`src/rtl/mul_div_if.sv`:
```
// Request/result bundle between the CPU and the multi-cycle multiply/divide sequencer.
interface mul_div_if #(
  parameter int unsigned DATA_WIDTH = 32
);
  logic                  start;
  logic [1:0]            op;
  logic [DATA_WIDTH-1:0] A;
  logic [DATA_WIDTH-1:0] B;
  logic                  busy;
  logic                  done;
  logic [DATA_WIDTH-1:0] hi;
  logic [DATA_WIDTH-1:0] lo;
  logic                  div_by_zero;

  modport master (
    output start, op, A, B,
    input  busy, done, hi, lo, div_by_zero
  );

  modport slave (
    input  start, op, A, B,
    output busy, done, hi, lo, div_by_zero
  );
endinterface

```
`src/rtl/mul_div_seq.sv`:
```
// Multi-cycle MULT/MULTU/DIV/DIVU sequencer: shift-add multiply, restoring divide,
// one bit per cycle, with sign correction applied in a final fix-up cycle.
module mul_div_seq #(
  parameter int unsigned DATA_WIDTH = 32,
  parameter int unsigned ITER       = 32
) (
  input logic        clk,
  input logic        rst,
  mul_div_if.slave   bus
);
  localparam int unsigned W    = DATA_WIDTH;
  localparam int unsigned CntW = $clog2(ITER);

  typedef enum logic [1:0] {StIdle, StPrep, StCalc, StFix} state_e;

  state_e          state_q, state_d;
  logic [1:0]      op_q, op_d;
  logic [W-1:0]    a_q, a_d;
  logic [W-1:0]    b_q, b_d;
  logic [W-1:0]    mcand_q, mcand_d;
  logic [2*W-1:0]  acc_q, acc_d;
  logic [CntW-1:0] cnt_q, cnt_d;
  logic            quo_neg_q, quo_neg_d;
  logic            rem_neg_q, rem_neg_d;
  logic [W-1:0]    hi_q, hi_d;
  logic [W-1:0]    lo_q, lo_d;
  logic            dbz_q, dbz_d;
  logic            done_q, done_d;

  logic            signed_op;
  logic            is_div;
  logic [W-1:0]    mag_a, mag_b;
  logic [W:0]      sum;
  logic [W:0]      r_sh;
  logic [W:0]      diff;
  logic [2*W-1:0]  mul_next, div_next;
  logic [2*W-1:0]  prod;
  logic [W-1:0]    quot, rem;

  always_comb begin
    signed_op = ~op_q[0];
    is_div    = op_q[1];
    mag_a     = (signed_op && a_q[W-1]) ? -a_q : a_q;
    mag_b     = (signed_op && b_q[W-1]) ? -b_q : b_q;

    // Multiply: add multiplicand when Q[0] set, keep the carry, shift {carry,P,Q} right.
    sum      = {1'b0, acc_q[2*W-1:W]} + (acc_q[0] ? {1'b0, mcand_q} : '0);
    mul_next = {sum, acc_q[W-1:1]};

    // Divide: R after the left shift needs W+1 bits once the divisor exceeds 2^(W-1);
    // bit W of the difference is the borrow.
    r_sh     = acc_q[2*W-1:W-1];
    diff     = r_sh - {1'b0, mcand_q};
    div_next = diff[W] ? {r_sh[W-1:0], acc_q[W-2:0], 1'b0}
                       : {diff[W-1:0], acc_q[W-2:0], 1'b1};

    prod = quo_neg_q ? -acc_q : acc_q;
    quot = quo_neg_q ? -acc_q[W-1:0] : acc_q[W-1:0];
    rem  = rem_neg_q ? -acc_q[2*W-1:W] : acc_q[2*W-1:W];
  end

  always_comb begin
    state_d   = state_q;
    op_d      = op_q;
    a_d       = a_q;
    b_d       = b_q;
    mcand_d   = mcand_q;
    acc_d     = acc_q;
    cnt_d     = cnt_q;
    quo_neg_d = quo_neg_q;
    rem_neg_d = rem_neg_q;
    hi_d      = hi_q;
    lo_d      = lo_q;
    dbz_d     = dbz_q;
    done_d    = 1'b0;

    unique case (state_q)
      StIdle: begin
        if (bus.start) begin
          op_d    = bus.op;
          a_d     = bus.A;
          b_d     = bus.B;
          dbz_d   = 1'b0;
          state_d = StPrep;
        end
      end
      StPrep: begin
        quo_neg_d = signed_op & (a_q[W-1] ^ b_q[W-1]);
        rem_neg_d = signed_op & a_q[W-1];
        cnt_d     = '0;
        if (is_div) begin
          acc_d   = {{W{1'b0}}, mag_a};
          mcand_d = mag_b;
        end else begin
          acc_d   = {{W{1'b0}}, mag_b};
          mcand_d = mag_a;
        end
        state_d = StCalc;
      end
      StCalc: begin
        acc_d = is_div ? div_next : mul_next;
        cnt_d = cnt_q + CntW'(1);
        if (cnt_q == CntW'(ITER - 1)) begin
          state_d = StFix;
        end
      end
      StFix: begin
        if (!is_div) begin
          hi_d = prod[2*W-1:W];
          lo_d = prod[W-1:0];
        end else if (b_q == '0) begin
          hi_d  = a_q;
          lo_d  = '1;
          dbz_d = 1'b1;
        end else begin
          hi_d = rem;
          lo_d = quot;
        end
        done_d  = 1'b1;
        state_d = StIdle;
      end
      default: state_d = StIdle;
    endcase
  end

  always_ff @(posedge clk) begin
    if (rst) begin
      state_q   <= StIdle;
      op_q      <= '0;
      a_q       <= '0;
      b_q       <= '0;
      mcand_q   <= '0;
      acc_q     <= '0;
      cnt_q     <= '0;
      quo_neg_q <= 1'b0;
      rem_neg_q <= 1'b0;
      hi_q      <= '0;
      lo_q      <= '0;
      dbz_q     <= 1'b0;
      done_q    <= 1'b0;
    end else begin
      state_q   <= state_d;
      op_q      <= op_d;
      a_q       <= a_d;
      b_q       <= b_d;
      mcand_q   <= mcand_d;
      acc_q     <= acc_d;
      cnt_q     <= cnt_d;
      quo_neg_q <= quo_neg_d;
      rem_neg_q <= rem_neg_d;
      hi_q      <= hi_d;
      lo_q      <= lo_d;
      dbz_q     <= dbz_d;
      done_q    <= done_d;
    end
  end

  assign bus.busy        = (state_q != StIdle);
  assign bus.done        = done_q;
  assign bus.hi          = hi_q;
  assign bus.lo          = lo_q;
  assign bus.div_by_zero = dbz_q;

endmodule

```
`src/flat_wrapper.sv`:
```
// flat-port wrapper written by rule: the top's interface ports become plain ports
module mul_div_seq_flat 
#(
  parameter int unsigned DATA_WIDTH = 32,
  parameter int unsigned ITER       = 32
)
  (clk, rst, bus_start, bus_op, bus_A, bus_B, bus_busy, bus_done, bus_hi, bus_lo, bus_div_by_zero);
  mul_div_if #(.DATA_WIDTH(DATA_WIDTH)) bus_i ();
  input logic clk;
  input logic rst;
  input wire logic [$bits(bus_i.start)-1:0] bus_start;
  input wire logic [$bits(bus_i.op)-1:0] bus_op;
  input wire logic [$bits(bus_i.A)-1:0] bus_A;
  input wire logic [$bits(bus_i.B)-1:0] bus_B;
  output wire logic [$bits(bus_i.busy)-1:0] bus_busy;
  output wire logic [$bits(bus_i.done)-1:0] bus_done;
  output wire logic [$bits(bus_i.hi)-1:0] bus_hi;
  output wire logic [$bits(bus_i.lo)-1:0] bus_lo;
  output wire logic [$bits(bus_i.div_by_zero)-1:0] bus_div_by_zero;
  assign bus_i.start = bus_start;
  assign bus_i.op = bus_op;
  assign bus_i.A = bus_A;
  assign bus_i.B = bus_B;
  assign bus_busy = bus_i.busy;
  assign bus_done = bus_i.done;
  assign bus_hi = bus_i.hi;
  assign bus_lo = bus_i.lo;
  assign bus_div_by_zero = bus_i.div_by_zero;
  mul_div_seq #(.DATA_WIDTH(DATA_WIDTH), .ITER(ITER)) u_core (.clk(clk), .rst(rst), .bus(bus_i));
endmodule
```
`config.mk`:
```
export PLATFORM = sky130hd
export DESIGN_NAME = mul_div_seq_flat
export DESIGN_NICKNAME = d
export VERILOG_FILES = /design/src/rtl/mul_div_if.sv /design/src/rtl/mul_div_seq.sv /design/src/flat_wrapper.sv
export SDC_FILE = /design/constraint.sdc
export NUM_CORES = 1
export LEC_CHECK = 0
export CAP_MARGIN = 30
export CORE_MARGIN = 2
export CORE_UTILIZATION = 55
export CTS_BUF_LIST = sky130_fd_sc_hd__clkbuf_16
export DETAILED_ROUTE_END_ITERATION = 7
export GPL_TIMING_DRIVEN = 1
export PLACE_DENSITY = 0.76
export RECOVER_POWER = 50
export SLEW_MARGIN = 20
export SYNTH_ARGS = -nofsm -noshare
export SYNTH_HDL_FRONTEND = slang
export SYNTH_SLANG_ARGS = --single-unit
```
`constraint.sdc`:
```
create_clock -name clk -period 8.2 [get_ports clk]
set_input_delay 0.82 -clock clk [delete_from_list [all_inputs] [get_ports clk]]
set_output_delay 0.82 -clock clk [all_outputs]
set_load 0.01 [all_outputs]
```
Yosys cells after proc, flatten, opt, wreduce, memory -nomap -nowiden. Index checks and enable logic that the tools add are counted.

Logic and storage cells: 67. Register bits after elaboration: 237. Input bits: 69.

Add/sub/neg operators: 8. Bitwise gates (word level): 4. Muxes and demuxes: 24. Reduce and logical (&&, ||, !) cells: 10. Equal/unequal tests: 8.

Operators by type and width (count): two-way mux 32 bit (11); two-way mux 64 bit (3); negator 32 bit (4); case mux 64 bit (2 select lines) (1); negator 64 bit (1); adder 32 x 33 -> 33 bit (1); subtractor 33 x 32 -> 33 bit (1); zero test 32 bit (1); case mux 5 bit (2 select lines) (1); case mux 2 bit (4 select lines) (1); != test 2 x 1 -> 1 bit (second input constant) (3); nonzero test 2 bit (3); adder 5 x 1 -> 5 bit (second input constant) (1); == test 5 bit (second input constant) (1); == test 2 bit (second input constant) (2); two-way mux 1 bit (4); two-way mux 2 bit (2); AND reduction 2 bit (2); AND reduction 4 bit (1); bitwise AND 1 bit (2); == test 2 x 1 -> 1 bit (second input constant) (1); logical AND 1 bit (2); zero test 2 bit (1); != test 2 bit (second input constant) (1); other kinds (3) (3).

Longest topological paths before layout. Gate-level depths: netlist of run 1.

Depth after elaboration: 5. Gate-level depth with buffers: 14. Gate-level depth less buffers: 14.

Worst setup path after synthesis of run 1. Ideal clock, no wire load.

Path type: register -> register. Start: register u_core.acc_q[0]. End: register u_core.acc_q[58]. Setup time: 0.122 ns. Arrival: 3.269 ns. Stages on the path, launching flop included: 15. Buffers on the path: 1. Data required time: 8.078 ns. Slack: 4.810 ns. Period minus slack after synthesis: 3.390 ns. Path through: dfxtp_1 inv_1 buf_1 nor2_1 ha_1 a21oi_1 nor2b_1 a311o_1 a21oi_1 o21ai_0 a221o_1 a21boi_0 o21ai_0 xor2_1 a221o_1.

Cells in the longest elaborated chain, start to end: 4.

RTL lines: start, declared (RTL line mul_div_seq.sv:21) `logic [2*W-1:0] acc_q, acc_d;`; start signal, assigned (RTL line mul_div_seq.sv:133) `acc_q <= '0;`; start signal, assigned (RTL line mul_div_seq.sv:147) `acc_q <= acc_d;`; two-way mux 32 bit (RTL line mul_div_seq.sv:47) `sum = {1'b0, acc_q[2*W-1:W]} + (acc_q[0] ? {1'b0, mcand_q} : '0);`; adder 32 x 33 -> 33 bit (RTL line mul_div_seq.sv:47); two-way mux 64 bit (RTL line mul_div_seq.sv:101) `acc_d = is_div ? div_next : mul_next;`; case mux 64 bit (2 select lines) (RTL line mul_div_seq.sv:77) `unique case (state_q)`.

No other way between the ends. A chain may end at the register's enable or synchronous reset.

Worst setup path after layout of run 1.
Start: register u_core.op_q[1]. End: register u_core.acc_q[17].

Cells in the longest elaborated chain, start to end: 2. Elaborated cells between the ends (all ways): 3.

RTL lines: start, declared (RTL line mul_div_seq.sv:17) `logic [1:0] op_q, op_d;`; start signal, assigned (RTL line mul_div_seq.sv:143) `op_q <= op_d;`; two-way mux 64 bit / two-way mux 32 bit (equally long branches) (RTL line mul_div_seq.sv:101, mul_div_seq.sv:91); case mux 64 bit (2 select lines) * (RTL line mul_div_seq.sv:77).

Mark *: on every way between the ends. The rest lies on a longest branch, timed or not.

==> impl_metrics.tcl, run 1 <==
set metrics [dict create \
    ioPinCount 136 \
    status "finished with violations" \
    drc_errors 0 \
    post-route-period-util 0.6358 \
    tritoncts_num_sinks 237 \
    vias_per_cell 6.349 \
    initial_core_util 0.5570 \
    power_w 0.006128 \
    number_of_buffers_inserted_by_port_buffering 135 \
    clkSlewWorstSetupHoldPaths_ps 60 \
    drt-initial-drc-count 1910 \
    p_comb_frac 0.535 \
    max-clock-path-buffers 3 \
    cellPowerDensity_mw_per_mm2 317.1 \
    crit_path_max_fanout 50 \
    postLayoutCellArea_sq_mm 0.01933 \
    share_clk_of_total_power 0.202 \
    cts-resized-gates 0 \
    worst_slew_margin_rel -1.252 \
    drt_pass1_iterations 7 \
    report.final.setup_viol 0 \
    core_region_area_sq_mm 0.03051 \
    wirelength_um 56130 \
    first_global_vias 15720 \
    synth-edff-count 0 \
    chipHeight_um 179.8 \
    power.share.sequential 0.262 \
    p_sw_frac 0.4581 \
    synth_seq_cells 237 \
    synth.avg_cell_area_sq_um 7.576 \
    layout.nets 2422 \
    dieArea_sq_mm 0.03232 \
    cts_htree_levels 1 \
    post-cts-setup-buffer-count 0 \
    finalMaxSlewViolations 280 \
    post_route_cells_drive_above_1_share 0.04963 \
    switchingPower_w 0.002807 \
    worst-endpoint-required_ps 8670 \
    yosys_warnings 0 \
    asyncSetResetFlopFracSynth 0 \
    violated_checks "capacitance limit, slew limit" \
    grt_util_all_layers 0.3327 \
    final.setup_skew_ps 17.45 \
    maxClockFrequency_mhz 191.8 \
    post_drt_wl_per_cell_um 20.84 \
    synthFlopType "sky130_fd_sc_hd__dfxtp_1" \
    vdd.ir_drop.worst_mv 0.2483 \
    num_vias 17100 \
    first_pass_grt_wire_length_um 87690 \
    power_leakage_nw 7.826 \
    syn-instance-count 2243 \
    cts_root_buf "sky130_fd_sc_hd__clkbuf_16" \
    drv_cap 5 \
    final_antenna_net_count 0 \
    mappedNetlistArea_sq_mm 0.01699 \
    worst_pin_slew_ps 3378 \
    totalNegativeSetupSlack_ps 0 \
    flow.area_growth_from_synthesis_pct 13.73 \
    netlist_cell_types 81 \
    die_width_um 179.8 \
    cts_tree "done" \
    cp_data_arrival_time_ps 5680 \
    total_half_perimeter_wirelength_after_legalization_and_detailed_placement_um 41500 \
    clock_insertion_delay_worst_skew_ps 550 \
    critPathCaptureType "flip-flop" \
    grt.overflow.total 0 \
    holdBufCountCts 0 \
    critPathKind "flip-flop to flip-flop" \
    post_dp_cell_area_sq_mm 0.01842 \
    cts_buffers 27 \
    critPathLaunchType "flip-flop" \
    num_rows 64 \
    globalplace.congestion 0.9786 \
    number_of_antenna_violations_at_the_first_check_in_global_routing 0 \
    grt_setup_unrepaired "false" \
    final_period_minus_worst_setup_slack_ps 5214 \
    grt_start_max_net_pins 76 \
    synth-seq-area-share 0.2792 \
    final_hold_viol_count 0 \
    synth_nets 2388 \
    n_antenna_cell 0 \
    internal-power_w 0.003321 \
    worstHoldPathType "flip-flop to flip-flop" \
]
final timing paths:
check | to | cells past startpoint | slack [ps] | startpoint
max | u_core.acc_q[17] | 6 | 2990 | u_core.op_q[1]
min | u_core.mcand_q[29] | 2 | 470 | u_core.mcand_q[29]
max reg2reg | u_core.acc_q[17] | 6 | 2990 | u_core.op_q[1]
min reg2reg | u_core.mcand_q[29] | 2 | 470 | u_core.mcand_q[29]
final cells by class:
class	count	area (sq um)
multi-input combinational	1792	11430
fill	2703	11180
sequential	237	4746
timing repair buffer	158	1535
clock buffer	27	675.6
tap	396	495.5
inverter	61	229.0
clock inverter	22	219.0
routing by layer:
metal,track usage,part of all wire,vias up
met5,0,0,-
met3,0.04720,0.095,150
li1,-,-,8071
met4,0.1470,0.049,0
met2,0.5119,0.43,918
met1,0.4641,0.43,7959
registers in the layout (all words and copies together), names as in the netlist:
| name | cells |
|---|---|
| u_core.bus.hi | 32 |
| u_core.bus.done | 1 |
| u_core.b_q | 32 |
| u_core.a_q | 32 |
| u_core.op_q | 2 |
| u_core.quo_neg_q | 1 |
| u_core.bus.div_by_zero | 1 |
| u_core.acc_q | 64 |
| u_core.bus.lo | 32 |
| u_core.cnt_q | 5 |
| u_core.mcand_q | 32 |
| u_core.rem_neg_q | 1 |
| u_core.state_q | 2 |
cell usage after synthesis, types with 5 or more instances:
| master | instances | area, sq um |
|---|---|---|
| sky130_fd_sc_hd__clkbuf_1 | 129 | 484.2 |
| sky130_fd_sc_hd__mux4_2 | 17 | 382.9 |
| sky130_fd_sc_hd__o21bai_1 | 7 | 52.55 |
| sky130_fd_sc_hd__o32ai_1 | 6 | 52.55 |
| sky130_fd_sc_hd__dfxtp_1 | 237 | 4745 |
| sky130_fd_sc_hd__o41ai_1 | 13 | 113.9 |
| sky130_fd_sc_hd__buf_2 | 8 | 40.04 |
| sky130_fd_sc_hd__a21boi_0 | 6 | 45.04 |
| sky130_fd_sc_hd__a31oi_1 | 13 | 81.33 |
| sky130_fd_sc_hd__inv_1 | 60 | 225.2 |
| sky130_fd_sc_hd__a22oi_1 | 21 | 157.7 |
| sky130_fd_sc_hd__a211oi_1 | 25 | 187.7 |
| sky130_fd_sc_hd__nor3_1 | 35 | 175.2 |
| sky130_fd_sc_hd__and3_1 | 15 | 93.84 |
| sky130_fd_sc_hd__nand3_1 | 32 | 160.2 |
| sky130_fd_sc_hd__a21o_1 | 26 | 195.2 |
| sky130_fd_sc_hd__o21ai_1 | 7 | 35.03 |
| sky130_fd_sc_hd__nor4_1 | 12 | 75.07 |
| sky130_fd_sc_hd__and2_1 | 8 | 50.05 |
| sky130_fd_sc_hd__a21oi_1 | 194 | 970.9 |
| sky130_fd_sc_hd__or2_2 | 5 | 31.28 |
| sky130_fd_sc_hd__or4_1 | 19 | 142.6 |
| sky130_fd_sc_hd__o31ai_1 | 31 | 232.7 |
| sky130_fd_sc_hd__o21ai_0 | 137 | 685.7 |
| sky130_fd_sc_hd__xor2_1 | 92 | 805.8 |
| sky130_fd_sc_hd__o221ai_1 | 5 | 43.79 |
| sky130_fd_sc_hd__nand3b_1 | 5 | 37.54 |
| sky130_fd_sc_hd__a221o_1 | 7 | 70.07 |
| sky130_fd_sc_hd__or3_1 | 19 | 118.9 |
| sky130_fd_sc_hd__nor2b_1 | 15 | 93.84 |
| sky130_fd_sc_hd__o22ai_1 | 16 | 100.1 |
| sky130_fd_sc_hd__o211ai_1 | 44 | 330.3 |
| sky130_fd_sc_hd__nor2_1 | 275 | 1032 |
| sky130_fd_sc_hd__buf_1 | 13 | 48.80 |
| sky130_fd_sc_hd__ha_1 | 74 | 925.9 |
| sky130_fd_sc_hd__xnor2_1 | 97 | 849.6 |
| sky130_fd_sc_hd__a311oi_1 | 28 | 245.2 |
| sky130_fd_sc_hd__nand4_1 | 13 | 81.33 |
| sky130_fd_sc_hd__nand2b_1 | 38 | 237.7 |
| sky130_fd_sc_hd__nand2_1 | 298 | 1119 |
| sky130_fd_sc_hd__mux2_2 | 8 | 90.09 |
| sky130_fd_sc_hd__mux2i_1 | 60 | 600.6 |
| sky130_fd_sc_hd__a221oi_1 | 5 | 43.79 |
worst max-delay path, stage by stage, from the launching register on:
cell and delay [ps]:
sky130_fd_sc_hd__dfxtp_1 690, sky130_fd_sc_hd__inv_1 810, sky130_fd_sc_hd__clkbuf_1 2120, sky130_fd_sc_hd__nand2_1 390, sky130_fd_sc_hd__nor2_1 720, sky130_fd_sc_hd__o21ai_0 200, sky130_fd_sc_hd__o211ai_1 190
kinds of logic (layout without fill, tap and decap cells):
logic type | Yosys count | after routing | synth area share
mux | 85 | 85 | 0.06318
flops | 237 | 237 | 0.2792
simple gates | 816 | 816 | 0.2210
fa+ha+maj | 76 | 76 | 0.05684
compound gates | 626 | 626 | 0.2332
buf+inv | 214 | 268 | 0.04919
xor+xnor | 189 | 189 | 0.09742
cells in the final DEF, fill, tap and decap left out, types with 35 or more instances in the layout:
| cell type | count |
|---|---|
| sky130_fd_sc_hd__dlygate4sd3_1 | 67 |
| sky130_fd_sc_hd__xnor2_1 | 96 |
| sky130_fd_sc_hd__o21ai_0 | 137 |
| sky130_fd_sc_hd__nor3_1 | 35 |
| sky130_fd_sc_hd__xor2_1 | 92 |
| sky130_fd_sc_hd__nor2_1 | 274 |
| sky130_fd_sc_hd__o211ai_1 | 44 |
| sky130_fd_sc_hd__mux2i_1 | 60 |
| sky130_fd_sc_hd__ha_1 | 74 |
| sky130_fd_sc_hd__nand2b_1 | 38 |
| sky130_fd_sc_hd__nand2_1 | 297 |
| sky130_fd_sc_hd__a21oi_1 | 194 |
| sky130_fd_sc_hd__inv_1 | 62 |
| sky130_fd_sc_hd__dfxtp_1 | 236 |
| sky130_fd_sc_hd__clkdlybuf4s50_1 | 67 |
metrics by stage:
step	instances	hold slack, ps	utilization	setup WS (ps)
detailed placement	2641	453.7	0.6038	3942
global route	2693	492.1	0.6334	2556
global placement	2640	451.8	0.6033	4063
finish	2693	468.7	0.6334	2986
floorplan	2243	440.9	-	4810
CTS	2690	463.6	0.6331	3918
power groups by stage:
stage / clock network, W / logic (W) / registers (W)
3_5_place_dp: 0 / 0.00318 / 0.00162
2_1_floorplan: 0 / 0.00233 / 0.00154
5_1_grt: 0.00129 / 0.00355 / 0.00163
4_1_cts: 0.00125 / 0.00320 / 0.00160
6_report: 0.00124 / 0.00328 / 0.00161
3_3_place_gp: 0 / 0.00313 / 0.00161
Power figures use the tool's default switching activity.
==> run 2, diff against run 1 <==
Clock period 8.2 ns to 4.9 ns, I/O delays scaled along.
==> run 2 against run 1 <==
Net effect: the flow still finishes with violations (capacitance limit, slew limit); sequential share of layout area is 0.094 points lower; utilization is 0.24 points higher; via count up 1.7%; clock skew down 6.5 ps; routed wire length is 2.2% higher; cell count increased by 0.48%; first-iteration DRC count increased by 12%; largest power group unchanged.
==> impl_metrics.tcl, run 2 (synthesized netlist as in run 1, its figures left out) <==
set metrics [dict create \
    globalplace.congestion 0.9948 \
    worst_pin_slew_ps 2970 \
    crit_family "buffers and inverters" \
    worst-endpoint-required_ps 5400 \
    power_w 0.01025 \
    num_rows 64 \
    cts_buffers 27 \
    switchingPower_w 0.004767 \
    drv_cap 4 \
    power_leakage_nw 7.867 \
    final_antenna_net_count 0 \
    critPathCaptureType "flip-flop" \
    report.final.setup_viol 0 \
    violated_checks "capacitance limit, slew limit" \
    path_cells "buf_4, clkbuf_1, and2_0, a222oi_1, o311ai_0, o21ai_0, nor2_1" \
    drc_errors 0 \
    p_comb_frac 0.550 \
    ff2ff_setup_slack_ps 680 \
    total_half_perimeter_wirelength_after_legalization_and_detailed_placement_um 42440 \
    status "finished with violations" \
    clock_insertion_delay_worst_skew_ps 570 \
    core_region_area_sq_mm 0.03051 \
    power.share.sequential 0.263 \
    first_pass_grt_wire_length_um 89380 \
    worst_slew_margin_rel -0.9800 \
    number_of_buffers_inserted_by_port_buffering 135 \
    final.setup_skew_ps 10.95 \
    post_dp_cell_area_sq_mm 0.01854 \
    p_sw_frac 0.4649 \
    final.hold.worst_slack_ps 344.8 \
    whs_endpoint "u_core.bus.hi[19]" \
    postLayoutCellArea_sq_mm 0.01940 \
    crit_slowest_cell "sky130_fd_sc_hd__clkbuf_1" \
    post_drt_wl_per_cell_um 21.20 \
    cts-resized-gates 0 \
    maxClockFrequency_mhz 237.0 \
    clkSlewWorstSetupHoldPaths_ps 60 \
    dieArea_sq_mm 0.03232 \
    largest_reg_flops 64 \
    wirelength_um 57370 \
    r2r_cells 7 \
    ioPinCount 136 \
    post-cts-setup-buffer-count 0 \
    worstReg2RegEnd "u_core.bus.hi[5]" \
    crit_path_max_fanout 49 \
    grt_setup_unrepaired "false" \
    cts_tree "done" \
    grt.overflow.total 0 \
    post_route_cells_drive_above_1_share 0.05238 \
    share_clk_of_total_power 0.186 \
    flow.area_growth_from_synthesis_pct 14.17 \
    max-clock-path-buffers 3 \
    first_global_vias 15830 \
    dp.cells 2653 \
    final_hold_viol_count 0 \
    num_vias 17400 \
    number_of_antenna_violations_at_the_first_check_in_global_routing 1 \
    critPathKind "flip-flop to flip-flop" \
    die_width_um 179.8 \
    initial_core_util 0.5570 \
    final_period_minus_worst_setup_slack_ps 4219 \
    finalMaxSlewViolations 186 \
    holdBufCountCts 0 \
    cts_htree_levels 1 \
    totalNegativeSetupSlack_ps 0 \
    mostFrequentLayoutCells "sky130_fd_sc_hd__nand2_1 (297), sky130_fd_sc_hd__nor2_1 (274), sky130_fd_sc_hd__dfxtp_1 (236)" \
    final_common_cell "sky130_fd_sc_hd__nand2_1" \
    worstHoldPathType "primary input to flip-flop" \
    cts_root_buf "sky130_fd_sc_hd__clkbuf_16" \
    critPathLaunchType "flip-flop" \
    drt-initial-drc-count 2138 \
    tritoncts_num_sinks 237 \
    largest_reg_by_ff_count "u_core.acc_q" \
    grt_start_max_net_pins 78 \
    worst_hold_launch "rst" \
    cp_data_arrival_time_ps 4720 \
    post-route-period-util 0.8609 \
    grt_util_all_layers 0.3411 \
    layout.nets 2435 \
    worstReg2RegStart "u_core.op_q[1]" \
    timing.hold.worst_path_depth 2 \
    worst_path_largest_cell_delay_ps 1750 \
    cp.buffers_inverters 2 \
    vdd.ir_drop.worst_mv 0.3736 \
    drt_pass1_iterations 8 \
    layoutNonFillerInstCount 2706 \
    internal-power_w 0.005487 \
    chipHeight_um 179.8 \
    cellPowerDensity_mw_per_mm2 528.6 \
    vias_per_cell 6.428 \
    n_antenna_cell 0 \
]
## run 2: cell count changes in the layout (fill, tap and decap cells not counted), moves of 2 or more
cell	before	now
sky130_fd_sc_hd__inv_1	62	66
sky130_fd_sc_hd__clkbuf_1	4	7
sky130_fd_sc_hd__buf_12	0	2
sky130_fd_sc_hd__clkinv_2	6	4
sky130_fd_sc_hd__buf_4	17	23
sky130_fd_sc_hd__clkinv_4	4	1
sky130_fd_sc_hd__buf_16	0	2
sky130_fd_sc_hd__bufinv_16	4	1
## run 2: final cells by class
class / count / area, sq um
Clock buffer: 27 / 675.6
Fill cell: 2741 / 11110
Inverter: 61 / 229.0
Tap cell: 396 / 495.5
Sequential cell: 237 / 4746
Clock inverter: 22 / 142.6
Multi-Input combinational cell: 1792 / 11440
Timing Repair Buffer: 171 / 1673
## run 2: power groups by stage
stage / Sequential, W / Combinational, W / Clock (W)
after floorplan: 0.00258 / 0.00390 / 0
after global placement: 0.00271 / 0.00536 / 0
after detailed placement: 0.00272 / 0.00546 / 0
after CTS: 0.00268 / 0.00549 / 0.00192
after global routing: 0.00274 / 0.00607 / 0.00201
final: 0.00270 / 0.00564 / 0.00191
## run 2: worst max-delay path by stage
stage / startpoint / endpoint / cells past startpoint
3_3_place_gp: u_core.acc_q[32] / u_core.acc_q[60] / 13
4_1_cts: u_core.acc_q[32] / u_core.acc_q[50] / 13
2_1_floorplan: u_core.acc_q[0] / u_core.acc_q[58] / 14
5_1_grt: u_core.state_q[0] / u_core.acc_q[17] / 7
3_5_place_dp: u_core.acc_q[32] / u_core.acc_q[50] / 13
6_report: u_core.op_q[1] / u_core.bus.hi[5] / 7
## run 2: per-layer routing
layer | global-route usage | wire (um) | vias up
li1 | - | - | 8107
met2 | 0.5315 | 25200 | 991
met4 | 0.1356 | 2439 | 2
met1 | 0.4798 | 24260 | 8138
met3 | 0.04295 | 5466 | 157
met5 | 0 | 13 | -
## run 2: stage by stage
| stage | util | setup WS (ps) |
|---|---|---|
| floorplan | - | 1510 |
| global placement | 0.6064 | 1059 |
| detailed placement | 0.6077 | 890.4 |
| CTS | 0.6345 | 870.6 |
| global route | 0.6359 | 515.2 |
| finish | 0.6359 | 681.5 |
